===== src/rtl/fetch_ctrl.sv =====
// fetch_ctrl: fetch/decode/issue sequencer with valid/ready issue port; BNE (opcode 3'b100) resolved in DECODE.
// Optional FETCH_HALT_EN: an all-zero instruction word halts the sequencer until reset.
module fetch_ctrl #(
    parameter int WORD_W = 8,
    parameter int OP_W   = 3
) (
    input  logic                     clock,
    input  logic                     n_reset,
    output logic [WORD_W-OP_W-1:0]   Iaddress,
    input  logic [WORD_W-1:0]        Idata,
    input  logic                     z_flag,
    output logic                     op_valid,
    input  logic                     op_ready,
    output logic [OP_W-1:0]          opcode,
    output logic [WORD_W-OP_W-1:0]   operand,
    output logic                     halted
);
    localparam logic [OP_W-1:0] BNE_OP = OP_W'(4);

`ifdef FETCH_HALT_EN
    typedef enum logic [1:0] {FETCH, DECODE, ISSUE, HALT} state_t;
`else
    typedef enum logic [1:0] {FETCH, DECODE, ISSUE} state_t;
`endif

    state_t                  r_state;
    logic [WORD_W-OP_W-1:0]  r_pc;
    logic [WORD_W-1:0]       r_ir;

    assign Iaddress = r_pc;
    assign opcode   = r_ir[WORD_W-1 -: OP_W];
    assign operand  = r_ir[WORD_W-OP_W-1:0];
    assign op_valid = (r_state == ISSUE);
`ifdef FETCH_HALT_EN
    assign halted   = (r_state == HALT);
`else
    assign halted   = 1'b0;
`endif

    always_ff @(posedge clock or negedge n_reset) begin
        if (!n_reset) begin
            r_pc    <= '0;
            r_ir    <= '0;
            r_state <= FETCH;
        end else begin
            case (r_state)
                FETCH: begin
                    r_ir    <= Idata;
                    r_pc    <= r_pc + 1'b1;
                    r_state <= DECODE;
                end
                DECODE: begin
                    // Branches never reach ISSUE; a not-taken BNE leaves PC at the fall-through address.
                    if (opcode == BNE_OP) begin
                        if (!z_flag)
                            r_pc <= operand;
                        r_state <= FETCH;
                    end
`ifdef FETCH_HALT_EN
                    else if (r_ir == '0)
                        r_state <= HALT;
`endif
                    else
                        r_state <= ISSUE;
                end
                ISSUE: begin
                    if (op_ready)
                        r_state <= FETCH;
                end
                default: r_state <= r_state;
            endcase
        end
    end
endmodule


===== config.mk =====
export PLATFORM = sky130hd
export DESIGN_NAME = fetch_ctrl
export DESIGN_NICKNAME = d
export VERILOG_FILES = /design/src/rtl/fetch_ctrl.sv
export SDC_FILE = /design/constraint.sdc
export NUM_CORES = 1
export LEC_CHECK = 0
export CORE_UTILIZATION = 44
export DETAILED_ROUTE_END_ITERATION = 16
export PLACE_DENSITY = 0.82
export SLEW_MARGIN = 30
export SYNTH_ARGS = -nofsm -noshare
export SYNTH_HDL_FRONTEND = slang
export SYNTH_SLANG_ARGS = --single-unit

===== constraint.sdc =====
create_clock -name clock -period 2.1 [get_ports clock]
set_input_delay 0.315 -clock clock [delete_from_list [all_inputs] [get_ports clock]]
set_output_delay 0.315 -clock clock [all_outputs]
set_load 0.05 [all_outputs]

==> flow_metrics.tcl <==
set metrics [dict create \
    synth.distinct_cells 25 \
    rsz0062_at_grt "no" \
    wirelength_mm 1.61 \
    netlist_top_cells_area "dfrtp_1, mux2_2, ha_1, a21oi_1, o221a_2" \
    period_needed_ns 1.89 \
    worstSetupStartpoint "Iaddress[2]" \
    numCtsBuffers 3 \
    gp_congestion 0.787 \
    antenna_found_initial 0 \
    hold_violations 0 \
    r2r_end "Iaddress[1]" \
    cts_tree "done" \
    tightestPinTransition_ns 0.669 \
    finalSetupViolCount 0 \
    mostFrequentLayoutCells "clkdlybuf4s50_1, dfrtp_1, mux2_2, a21oi_1, ha_1" \
    clockBufferDepth 2 \
    fmax_ghz 0.529 \
    start_util 0.477 \
    powerDensity_nw_per_um2 431 \
    coreArea_um2 1750 \
    finalSetupTns_ns 0 \
    cp.depth 1 \
    arrival_ns 1.57 \
    yosysTopAreaCellShare 0.451 \
    maxCapViolations 0 \
    critPathCapture "Iaddress[2]" \
    viasPerCell 5.36 \
    relSlewSlack 0.553 \
    worstSetupStartpointType "flop" \
    clk-insertion-delay-late_ns 0.28 \
    setup_ws_ns 0.211 \
    r2r_cells 5 \
    ys_seq_elements 15 \
    ys_warn_count 0 \
    cpMaxStageDelayCell "clkdlybuf4s50_1" \
    syn_to_final_growth_pct 35.5 \
    hpwlAfterDp_mm 1.18 \
    worstPathBufferInverterCount 1 \
    period_share 0.900 \
    yosysSeqAreaShare 0.451 \
    ctsResizeCount 0 \
    fin_skew_ns 0.00575 \
    grt_pass1_wl_mm 2.62 \
    die-area_um2 2070 \
    die_w_um 45.5 \
    avgSynthCellArea_um2 11.9 \
    core.rowCount 15 \
    mostFrequentLayoutCell "clkdlybuf4s50_1" \
    path_cells "clkdlybuf4s50_1" \
    io_buffers 25 \
    ios 27 \
    dr_total_vias 654 \
    status "complete, no violations" \
    hold_path.class "primary input to asynchronous set/reset pin" \
    holdBufCountCts 0 \
    cp.required_ns 1.78 \
    syn_inst 70 \
    r2r-start "r_state[1]" \
    track_usage 0.180 \
    antenna_left 0 \
    critPathMaxFanout 8 \
    die_h_um 45.5 \
    wl_per_cell_um 13.2 \
    report.final.slew_viol_count 0 \
    drc_errors 0 \
    place_ws_ns 0.287 \
    clkTransAtPathRegs_ns 0.09 \
    synthesis.area_um2 832 \
    grt_max_degree 16 \
    grt_pass1_vias 606 \
    end_kind "primary output" \
    ir_worst_vdd_mv 0.423 \
    critPathMaxStageDelay_ns 0.84 \
    crit_type "flop to primary output" \
    cts_sinks 15 \
    n_antenna_cell 0 \
    yosys.area.top_type "dfrtp_1" \
    p_leak_nw 0.515 \
    first_pass_iters 4 \
    final_layout_size_suffix_gt1_frac 0.206 \
    drtIter0Drc 8 \
    htree_levels 1 \
    rrSetupSlack_ns 0.25 \
    crit_family "buffers and inverters" \
    mappedNetlistNets 88 \
    cts_root_buffer "clkbuf_4" \
    cts_setup_buffers 0 \
    final_nets 116 \
    grt_overflow_total 0 \
]
## final cells by class
type                            count  area, um2
Clock buffer                        4       26.3
Fill cell                         143        618
Inverter                            4       15.0
Multi-Input combinational cell     48        424
Sequential cell                    15        375
Tap cell                           25       31.3
Timing Repair Buffer               26        255
## stage by stage
| step | hold slack (ns) | area [um2] | util | cells | power [mW] |
|---|---|---|---|---|---|
| 6_report | 0.431 | 1130 | 0.646 | 122 | 0.485 |
| 2_1_floorplan | 0.0194 | 832 | - | 70 | 0.300 |
| 5_1_grt | 0.463 | 1130 | 0.646 | 122 | 0.511 |
| 3_3_place_gp | 0.525 | 1100 | 0.631 | 118 | 0.325 |
| 3_5_place_dp | 0.529 | 1100 | 0.631 | 118 | 0.326 |
| 4_1_cts | 0.443 | 1130 | 0.646 | 122 | 0.495 |
## where the power goes
group | internal (mW) | switching (mW)
Sequential | 0.289 | 0
Combinational | 0.0179 | 0.0130
Clock | 0.0737 | 0.0921
## Yosys cell counts
library cell	instances
dfrtp_1	15
mux2_2	8
a21oi_1	7
ha_1	6
inv_1	4
nand3_1	3
o221a_2	3
a2bb2oi_1	2
a31oi_1	2
and4_1	2
buf_2	2
mux2i_1	2
nand2_1	2
a21boi_0	1
a21oi_4	1
a221oi_2	1
and2_1	1
buf_4	1
conb_1	1
mux2_4	1
nor2_1	1
nor3b_1	1
o21ai_0	1
o2bb2ai_1	1
or3b_4	1
## registers in the layout, indices dropped and copies added, names as in the netlist
signal and cells:
r_state 2, r_ir 8, Iaddress 5
## routing by layer
metal | vias up | wire length [um] | track usage | part of all wire
met4 | 0 | 10 | 0.0909 | 0.0062
met3 | 4 | 85 | 0.0357 | 0.053
li1 | 313 | - | - | -
met2 | 23 | 751 | 0.277 | 0.47
met1 | 314 | 759 | 0.239 | 0.47
met5 | - | 0 | 0 | 0
## worst min path at each step
stage | to | slack, ns | startpoint | depth (start not counted)
floorplan | Iaddress[0] | 0.02 | n_reset | 0
global placement | r_ir[1] | 0.53 | r_ir[1] | 1
detailed placement | r_ir[4] | 0.53 | r_ir[4] | 1
CTS | r_ir[0] | 0.44 | n_reset | 1
global route | r_ir[0] | 0.46 | n_reset | 1
finish | r_ir[0] | 0.43 | n_reset | 1
## worst register-to-register path: cells and delay by family, from the launching register on
kind	cells	cell delay (ns)
compound gates	2	0.43
flops	1	0.41
mux	1	0.32
buf+inv	1	0.12
fa+ha+maj	1	0.46
## kinds of logic after synthesis
kind of cell | Yosys count | share of synthesized area
muxes | 11 | 0.150
and+or+nand+nor | 11 | 0.0827
DFF | 15 | 0.451
buffers and inverters | 7 | 0.0391
AOI/OAI and AO/OA | 19 | 0.182
adders and majority gates | 6 | 0.0902
other | 1 | 0.00451
(Power assumes the default switching activity.)
